### config.mk
export PLATFORM = sky130hd
export DESIGN_NAME = addr_scan_ctrl
export DESIGN_NICKNAME = d
export VERILOG_FILES = /design/src/rtl/addr_scan_pkg.sv /design/src/rtl/pace_divider.sv /design/src/rtl/addr_scan_ctrl.sv
export SDC_FILE = /design/constraint.sdc
export NUM_CORES = 1
export LEC_CHECK = 0
export CORE_AREA = 2 2 44 46
export DETAILED_ROUTE_END_ITERATION = 8
export DIE_AREA = 0 0 46 48
export PLACE_DENSITY = 0.72
export SLEW_MARGIN = 20
export SYNTH_ARGS = -nofsm -noshare
export SYNTH_HDL_FRONTEND = slang
export SYNTH_SLANG_ARGS = --single-unit
### constraint.sdc
create_clock -name clk -period 2.65 [get_ports clk]
set_input_delay 0.3975 -clock clk [delete_from_list [all_inputs] [get_ports clk]]
set_output_delay 0.3975 -clock clk [all_outputs]
set_load 0.005 [all_outputs]
### src/rtl/addr_scan_pkg.sv
`default_nettype none
// ============================================================================
// Module      : addr_scan_pkg
// Description : Shared state encoding and pace-counter sizing for the
//               address scan sequencer.
// Revision    : 1.0 - initial release
// ============================================================================
package addr_scan_pkg;

    typedef enum logic [1:0] {
        S_IDLE  = 2'd0,
        S_RUN   = 2'd1,
        S_PAUSE = 2'd2
    } scan_state_t;

    // A one-state divider still needs a one-bit counter to keep ports legal.
    function automatic int pace_width(input int div);
        return (div <= 2) ? 1 : $clog2(div);
    endfunction

endpackage
`default_nettype wire

### src/rtl/pace_divider.sv
`default_nettype none
// ============================================================================
// Module      : pace_divider
// Description : Modulo-DIV pace counter with enable, clear and a
//               combinational terminal-count flag.
// Revision    : 1.0 - initial release
// ============================================================================
module pace_divider
    import addr_scan_pkg::*;
#(
    parameter int DIV = 4
) (
    input  logic clk,
    input  logic reset,
    input  logic en,
    input  logic clr,
    output logic last
);

    localparam int             c_PW   = pace_width(DIV);
    localparam logic [c_PW-1:0] c_LAST = c_PW'(DIV - 1);

    logic [c_PW-1:0] r_pace;

    assign last = (r_pace == c_LAST);

    always_ff @(posedge clk) begin
        if (!reset) begin
            r_pace <= '0;
        end else if (clr) begin
            r_pace <= '0;
        end else if (en) begin
            r_pace <= last ? '0 : r_pace + 1'b1;
        end
    end

endmodule
`default_nettype wire

### src/rtl/addr_scan_ctrl.sv
`default_nettype none
// ============================================================================
// Module      : addr_scan_ctrl
// Description : Paced 0..N address sweeper with pause/resume, single-step and
//               registered tick/wrap/done strobes.
// Revision    : 1.0 - initial release
// ============================================================================
module addr_scan_ctrl
    import addr_scan_pkg::*;
#(
    parameter int WIDTH = 5,
    parameter int N     = 31,
    parameter int DIV   = 4
) (
    input  logic             clk,
    input  logic             reset,
    input  logic             clear,
    input  logic             start,
    input  logic             pause,
    input  logic             step,
    input  logic             loop,
    output logic [WIDTH-1:0] addr,
    output logic             tick,
    output logic             wrap,
    output logic             done,
    output logic             busy
);

    localparam logic [WIDTH-1:0] c_N = WIDTH'(N);

    scan_state_t      r_state, w_state_nxt;
    logic [WIDTH-1:0] r_addr, w_addr_nxt, w_addr_inc;
    logic             r_tick, r_wrap, r_done;
    logic             w_tick_nxt, w_wrap_nxt, w_done_nxt;
    logic             w_pace_en, w_pace_clr, w_pace_last, w_at_n;

    pace_divider #(
        .DIV (DIV)
    ) u_pace (
        .clk   (clk),
        .reset (reset),
        .en    (w_pace_en),
        .clr   (w_pace_clr),
        .last  (w_pace_last)
    );

    // Wrap is explicit so N == 2**WIDTH-1 behaves the same as any other N.
    assign w_at_n     = (r_addr == c_N);
    assign w_addr_inc = w_at_n ? '0 : r_addr + 1'b1;

    always_comb begin
        w_state_nxt = r_state;
        w_addr_nxt  = r_addr;
        w_tick_nxt  = 1'b0;
        w_wrap_nxt  = 1'b0;
        w_done_nxt  = 1'b0;
        w_pace_en   = 1'b0;
        w_pace_clr  = 1'b0;

        if (clear) begin
            w_state_nxt = S_IDLE;
            w_addr_nxt  = '0;
            w_pace_clr  = 1'b1;
        end else begin
            case (r_state)
                S_IDLE: begin
                    if (!pause) begin
                        if (start) begin
                            w_state_nxt = S_RUN;
                            w_addr_nxt  = '0;
                            w_pace_clr  = 1'b1;
                            w_tick_nxt  = (r_addr != '0);
                        end else if (step) begin
                            w_addr_nxt = w_addr_inc;
                            w_tick_nxt = 1'b1;
                            w_wrap_nxt = w_at_n;
                        end
                    end
                end
                S_RUN: begin
                    if (pause) begin
                        w_state_nxt = S_PAUSE;
                    end else begin
                        w_pace_en = 1'b1;
                        if (w_pace_last) begin
                            if (!w_at_n || loop) begin
                                w_addr_nxt = w_addr_inc;
                                w_tick_nxt = 1'b1;
                                w_wrap_nxt = w_at_n;
                            end else begin
                                w_state_nxt = S_IDLE;
                                w_done_nxt  = 1'b1;
                            end
                        end
                    end
                end
                S_PAUSE: begin
                    if (!pause) begin
                        if (start) begin
                            w_state_nxt = S_RUN;
                        end else if (step) begin
                            w_addr_nxt = w_addr_inc;
                            w_pace_clr = 1'b1;
                            w_tick_nxt = 1'b1;
                            w_wrap_nxt = w_at_n;
                        end
                    end
                end
                default: w_state_nxt = S_IDLE;
            endcase
        end
    end

    always_ff @(posedge clk) begin
        if (!reset) begin
            r_state <= S_IDLE;
            r_addr  <= '0;
            r_tick  <= 1'b0;
            r_wrap  <= 1'b0;
            r_done  <= 1'b0;
        end else begin
            r_state <= w_state_nxt;
            r_addr  <= w_addr_nxt;
            r_tick  <= w_tick_nxt;
            r_wrap  <= w_wrap_nxt;
            r_done  <= w_done_nxt;
        end
    end

    assign addr = r_addr;
    assign tick = r_tick;
    assign wrap = r_wrap;
    assign done = r_done;
    assign busy = (r_state == S_RUN);

endmodule
`default_nettype wire
======== Word-level counts from Yosys, hierarchy flattened ========
Cells that the tools add are included.
word-level totals
  output and inout port bits .............. 9
  memory bits (writable) .................. 0
  word-level logic and storage cells ...... 77
  memories ................................ 0
  bits in registers ....................... 12
  latch bits .............................. 0
  bits of input ports ..................... 7
  memory bits (read-only) ................. 0
operators by class
  add/subtract/negate cells ............... 2
  bitwise operators ....................... 3
  divide/modulo/power cells ............... 0
  shift-type cells ........................ 0
  multiply operators ...................... 0
  magnitude comparators ................... 0
  reduce and logical (&&, ||, !) cells .... 11
  mux-type cells .......................... 41
  equal/unequal tests ..................... 14
operators with widths
  operator                                                                 number
  5-bit 2-to-1 mux                                                         9
  1-bit 2-to-1 mux                                                         21
  5-bit case mux with 3 select lines                                       1
  2-bit 2-to-1 mux                                                         6
  2-bit inequality test, second input constant                             5
  7-bit AND reduction                                                      1
  2-bit by 1-bit inequality test with 1-bit output, second input constant  3
  2-bit OR reduction                                                       3
  5-bit by 1-bit adder with 5-bit output, second input constant            1
  5-bit equality test, second input constant                               1
  5-bit nonzero test                                                       1
  5-bit OR reduction                                                       1
  2-bit equality test, second input constant                               2
  1-bit case mux with 2 select lines                                       2
  2-bit case mux with 2 select lines                                       1
  4-bit AND reduction                                                      1
  3-bit by 2-bit inequality test with 1-bit output, second input constant  1
  3-bit inequality test, second input constant                             1
  1-bit NOT                                                                3
  1-bit case mux with 3 select lines                                       1
  3-bit nonzero test                                                       1
  2-bit by 1-bit adder with 2-bit output, second input constant            1
  2-bit by 1-bit equality test with 1-bit output, second input constant    1
  2-bit zero test                                                          1
  2 further kinds                                                          2

======== Longest topological paths before layout ========
  word-level depth ........................ 7
  mapped depth ............................ 8
  mapped depth without buffers ............ 8

======== Cells and area by module ========
A second synthesis with hierarchy kept.
unflattened totals
  cell total of the unflattened synthesis .. 104
  area, all modules ....................... 887.1 um^2
by module, submodules not included
  module          instances  seq. area each (um^2)  area each (um^2)  cells an instance
  addr_scan_ctrl  1          200.2                  790.8             95
  pace_divider    1          40.0                   96.3              9

======== Worst setup path before layout ========
No wires, ideal clock.
  path type ............................... reg2reg
  start point ............................. register r_addr[0], in the netlist addr[0]
  end point ............................... register r_addr[4], in the netlist addr[4]
  data required time ...................... 2,564 ps
  path buffers ............................ 0
  slack ................................... 592 ps
  period minus slack after synthesis ...... 2,058 ps
  arrival time ............................ 1,972 ps
  cell stages (with the launch flop) ...... 9
  library setup time ...................... 86 ps
  cell sequence ........................... dfxtp_1 ha_1 and3_1 ha_1 nand2b_2 nand2_2 a2111oi_4 nand3_2 a221oi_2
between the ends
  cells in the longest elaborated chain, start to end .. 6
RTL lines
  what                                                                           RTL line                                                           RTL
  start: declaration                                                             addr_scan_ctrl.sv:32                                               logic [WIDTH-1:0] r_addr, w_addr_nxt, w_addr_inc;
  start signal: assignment                                                       addr_scan_ctrl.sv:123                                              r_addr <= w_addr_nxt;
  5-bit by 1-bit adder with 5-bit output or 5-bit equality test (tied branches)  addr_scan_ctrl.sv:49, addr_scan_ctrl.sv:48
  5-bit 2-to-1 mux                                                               addr_scan_ctrl.sv:49                                               assign w_addr_inc = w_at_n ? '0 : r_addr + 1'b1;
  5-bit 2-to-1 mux (on tied branches)                                            addr_scan_ctrl.sv:73, addr_scan_ctrl.sv:101, addr_scan_ctrl.sv:86
  5-bit 2-to-1 mux (on tied branches)                                            addr_scan_ctrl.sv:99, addr_scan_ctrl.sv:68, addr_scan_ctrl.sv:85
  5-bit 2-to-1 mux (on tied branches)                                            addr_scan_ctrl.sv:98, addr_scan_ctrl.sv:67, addr_scan_ctrl.sv:81
  5-bit case mux with 3 select lines                                             addr_scan_ctrl.sv:65                                               case (r_state)
Several ways; a longest one is shown, not always the timed one. The select of a mux whose other input is x is not followed.
A chain may end at the register's enable or synchronous reset.

======== Worst setup path after layout ========
Ends and elaborated chain as after synthesis.

==> metrics <==
Tot GR Track Use 21.81%; RSZ-0062 raised after global routing no; Area growth, synth to finish 24.62%; standard cell core area 1689 um^2; critical path launch point addr[0]$_SDFFE_PP0P_; row count 15; CP arrival 2480 ps; share of synthesized cell area in and, or, nand and nor gates about a quarter; R2R Path End addr[4]$_SDFFE_PP0P_; initial core utilization 49.04%; Vias between 800 and 900; element type at the critical path end register; path category of the worst min-delay check register to register; Post-Place Cell Area around 1000 um^2; portion of synthesized cell area occupied by the leading cell type 29.00%; Worst R2R Start addr[0]$_SDFFE_PP0P_; max-slew violation count 0; iteration count of the initial detailed-routing pass 4; clock buffers created by TritonCTS 3; Nets roughly 130; final setup violating endpoints 0; total grt overflow 0; average via count per standard cell 5.985; R2R depth 8; biggest fanout along the worst timing path 6; vias in the first global route approximately 740; Final Hold Fails 0; register bit total from synthesis 12; die outline area 2208 um^2; master cell of the clock root buffer sky130_fd_sc_hd__clkbuf_4; fraction of the mapped netlist area in compound gates 25.98%; Worst Slack Setup Final 370.2 ps; design area a little over 1000 um^2; maximum clock rate 438.6 MHz; leakage power summed over all cells 0.3511 nW; Synth Area per Inst between 8 and 9 um^2; DP HPWL 1537 um; number of distinct standard cells referenced by the synthesized netlist 37; Gate Count Post-Synth between 90 and 100; wire length of the first global-routing pass roughly 3300 um; filler cell count in the final layout 152; remaining antenna violation count 0; buffers inserted by post-CTS timing repair 0; num ports 16; final setup skew 4.589 ps; multiplexer share of the synthesized area 2.417%; final critical-path required period between 2000 and 2500 ps; pwr dens 375.1 nW/um^2; Post-CTS Resized 0; antenna violations before repair 0; die boundary width approximately 46 um; result of the run completed; Worst R2R Setup Slack 370 ps; Starting DRT DRC Count 27; drt total wl 2011 um; Setup Crit Path Kind register to register; total of hold buffers inserted after clock tree synthesis 0; clock latency at the later pin of the worst-skew pair around 290 ps; critical path data required time 2850 ps; xor-xnor portion of the synthesized cell area 0%; sequential cell area fraction in the yosys report between 20% and 30%; max_slew headroom about two thirds; fraction of final layout cells sized beyond drive strength 1 around a tenth; Buffers on Ports 15; Chip Height between 40 and 50 um; maximum number of pins on one net before global-route repair 13; dpl ws around 400 ps; WHS approximately 500 ps; n_diodes 0; setup total negative slack 0 ps; Post-Synthesis Cell Area 828.3 um^2; Worst Setup EP addr[4]$_SDFFE_PP0P_; buffer depth of the longest clock path 2; TritonCTS clock tree done; Post-Synth Adder-Cell Area 12.08%; total nets after synthesis 114; Clock transition at path regs ~80 ps; cells taking the most area after synthesis sky130_fd_sc_hd__dfxtp_1 (29%), sky130_fd_sc_hd__ha_1 (12%), sky130_fd_sc_hd__a21oi_1 (6.0%); yosys synthesis warning count 0; Routability Congestion about 0.86; fraction of the cycle the final worst path needs roughly 86%; total chip power 387.2 uW; Peak VDD IR 0.0002458 V; library cell occupying the most area in the post-synthesis netlist sky130_fd_sc_hd__dfxtp_1; slew at the pin closest to its max-slew limit 529.1 ps; max-cap viol count 0; final routed wire length divided by cell count 15.01 um; drt drc 0; combinational family with the most area after synthesis simple AND/OR/NAND/NOR gates; number of H-tree levels 1; startpoint type of the worst setup path register; count of clock tree sinks 12
worst max-delay path: stages (launching register included):
cell and delay (ps):
sky130_fd_sc_hd__dfxtp_1 370, sky130_fd_sc_hd__ha_1 260, sky130_fd_sc_hd__and3_1 200, sky130_fd_sc_hd__ha_1 250, sky130_fd_sc_hd__nand2b_2 130, sky130_fd_sc_hd__nand2_2 80
sky130_fd_sc_hd__a2111oi_4 490, sky130_fd_sc_hd__nand3_2 140, sky130_fd_sc_hd__a221oi_2 270
cell type report:
cell class	count	area (um^2)	area share [%]
sequential	12	240.2	23.27
timing repair buffer	15	150.1	14.55
tap	17	21.27	2.061
clock buffer	4	36.28	3.515
inverter	8	30.03	2.909
multi-input combinational	78	554.3	53.70
kinds of logic after synthesis:
logic type / count (synthesis)
and+or+nand+nor: 38
AOI/OAI and AO/OA: 30
adders and majority gates: 8
muxes: 2
DFF: 12
buffers and inverters: 9
sequential cells by signal (all words and copies together), names as in the netlist:
name           flops
addr               5
u_pace.r_pace      2
wrap               1
tick               1
r_state            2
done               1
cells in the final DEF, fill, tap and decap left out, types with 2 or more instances in the layout:
cell / count
sky130_fd_sc_hd__nor2_1: 8
sky130_fd_sc_hd__ha_1: 8
sky130_fd_sc_hd__clkbuf_4: 3
sky130_fd_sc_hd__o21ai_1: 4
sky130_fd_sc_hd__nor3_1: 3
sky130_fd_sc_hd__o21ai_0: 6
sky130_fd_sc_hd__nand2_1: 6
sky130_fd_sc_hd__clkdlybuf4s50_1: 15
sky130_fd_sc_hd__inv_1: 7
sky130_fd_sc_hd__dfxtp_1: 12
sky130_fd_sc_hd__a21oi_1: 10
sky130_fd_sc_hd__nand2b_1: 2
sky130_fd_sc_hd__mux2i_1: 2
sky130_fd_sc_hd__nand3_1: 3
sky130_fd_sc_hd__a211oi_1: 2
sky130_fd_sc_hd__or4_1: 2
sky130_fd_sc_hd__nor2b_1: 2
cells in the mapped netlist:
library cell / n
sky130_fd_sc_hd__nand3_1: 3
sky130_fd_sc_hd__nand4_1: 1
sky130_fd_sc_hd__inv_1: 7
sky130_fd_sc_hd__nand2b_2: 1
sky130_fd_sc_hd__nand3_2: 1
sky130_fd_sc_hd__nand3b_1: 1
sky130_fd_sc_hd__clkbuf_1: 1
sky130_fd_sc_hd__nand4b_1: 1
sky130_fd_sc_hd__a32oi_1: 1
sky130_fd_sc_hd__dfxtp_1: 12
sky130_fd_sc_hd__a211oi_1: 2
sky130_fd_sc_hd__o21bai_1: 1
sky130_fd_sc_hd__nor2b_1: 2
sky130_fd_sc_hd__and3_1: 1
sky130_fd_sc_hd__nor4bb_1: 1
sky130_fd_sc_hd__a221oi_2: 1
sky130_fd_sc_hd__or4_1: 2
sky130_fd_sc_hd__a21oi_1: 10
sky130_fd_sc_hd__mux2i_1: 2
sky130_fd_sc_hd__a2111oi_4: 1
sky130_fd_sc_hd__nand2b_1: 2
sky130_fd_sc_hd__inv_2: 1
sky130_fd_sc_hd__o21ai_1: 4
sky130_fd_sc_hd__a2111o_1: 1
sky130_fd_sc_hd__o21ai_0: 6
sky130_fd_sc_hd__o32ai_1: 1
sky130_fd_sc_hd__nor3_1: 3
sky130_fd_sc_hd__ha_1: 8
sky130_fd_sc_hd__nor2_1: 8
sky130_fd_sc_hd__nand2_2: 1
sky130_fd_sc_hd__nand2_1: 6
sky130_fd_sc_hd__or4b_1: 1
sky130_fd_sc_hd__nor4_1: 1
sky130_fd_sc_hd__a31oi_1: 1
sky130_fd_sc_hd__and2_1: 1
sky130_fd_sc_hd__nor3_2: 1
sky130_fd_sc_hd__a2111oi_2: 1
power breakdown:
group	switching, mW	leakage (nW)	internal [mW]	total, mW
logic	0.0259	0.233	0.0205	0.0464
clock network	0.0742	0.0210	0.0837	0.158
registers	0.00147	0.0968	0.181	0.183
metal layers:
metal	up-vias	GRT usage [%]	wire length (um)
li1	406	-	-
met1	367	27.70	921
met2	23	34.44	930
met3	6	4.528	102
met4	0	12.00	55
met5	-	0	0
metrics by stage:
step / util (%) / instances
detailed placement: 58.96 / 130
CTS: 61.11 / 134
global route: 61.11 / 134
global placement: 58.96 / 130
finish: 61.11 / 134
floorplan: - / 99
how the worst min path moves through the flow:
stage,from,depth (start not counted),to
5_1_grt,r_state[1]$_SDFFE_PP0P_,2,r_state[1]$_SDFFE_PP0P_
4_1_cts,r_state[1]$_SDFFE_PP0P_,2,r_state[1]$_SDFFE_PP0P_
3_5_place_dp,r_state[1]$_SDFFE_PP0P_,2,r_state[1]$_SDFFE_PP0P_
3_3_place_gp,r_state[1]$_SDFFE_PP0P_,2,r_state[1]$_SDFFE_PP0P_
6_report,r_state[1]$_SDFFE_PP0P_,2,r_state[1]$_SDFFE_PP0P_
2_1_floorplan,r_state[1]$_SDFFE_PP0P_,2,r_state[1]$_SDFFE_PP0P_
Power figures use the tool's default switching activity.
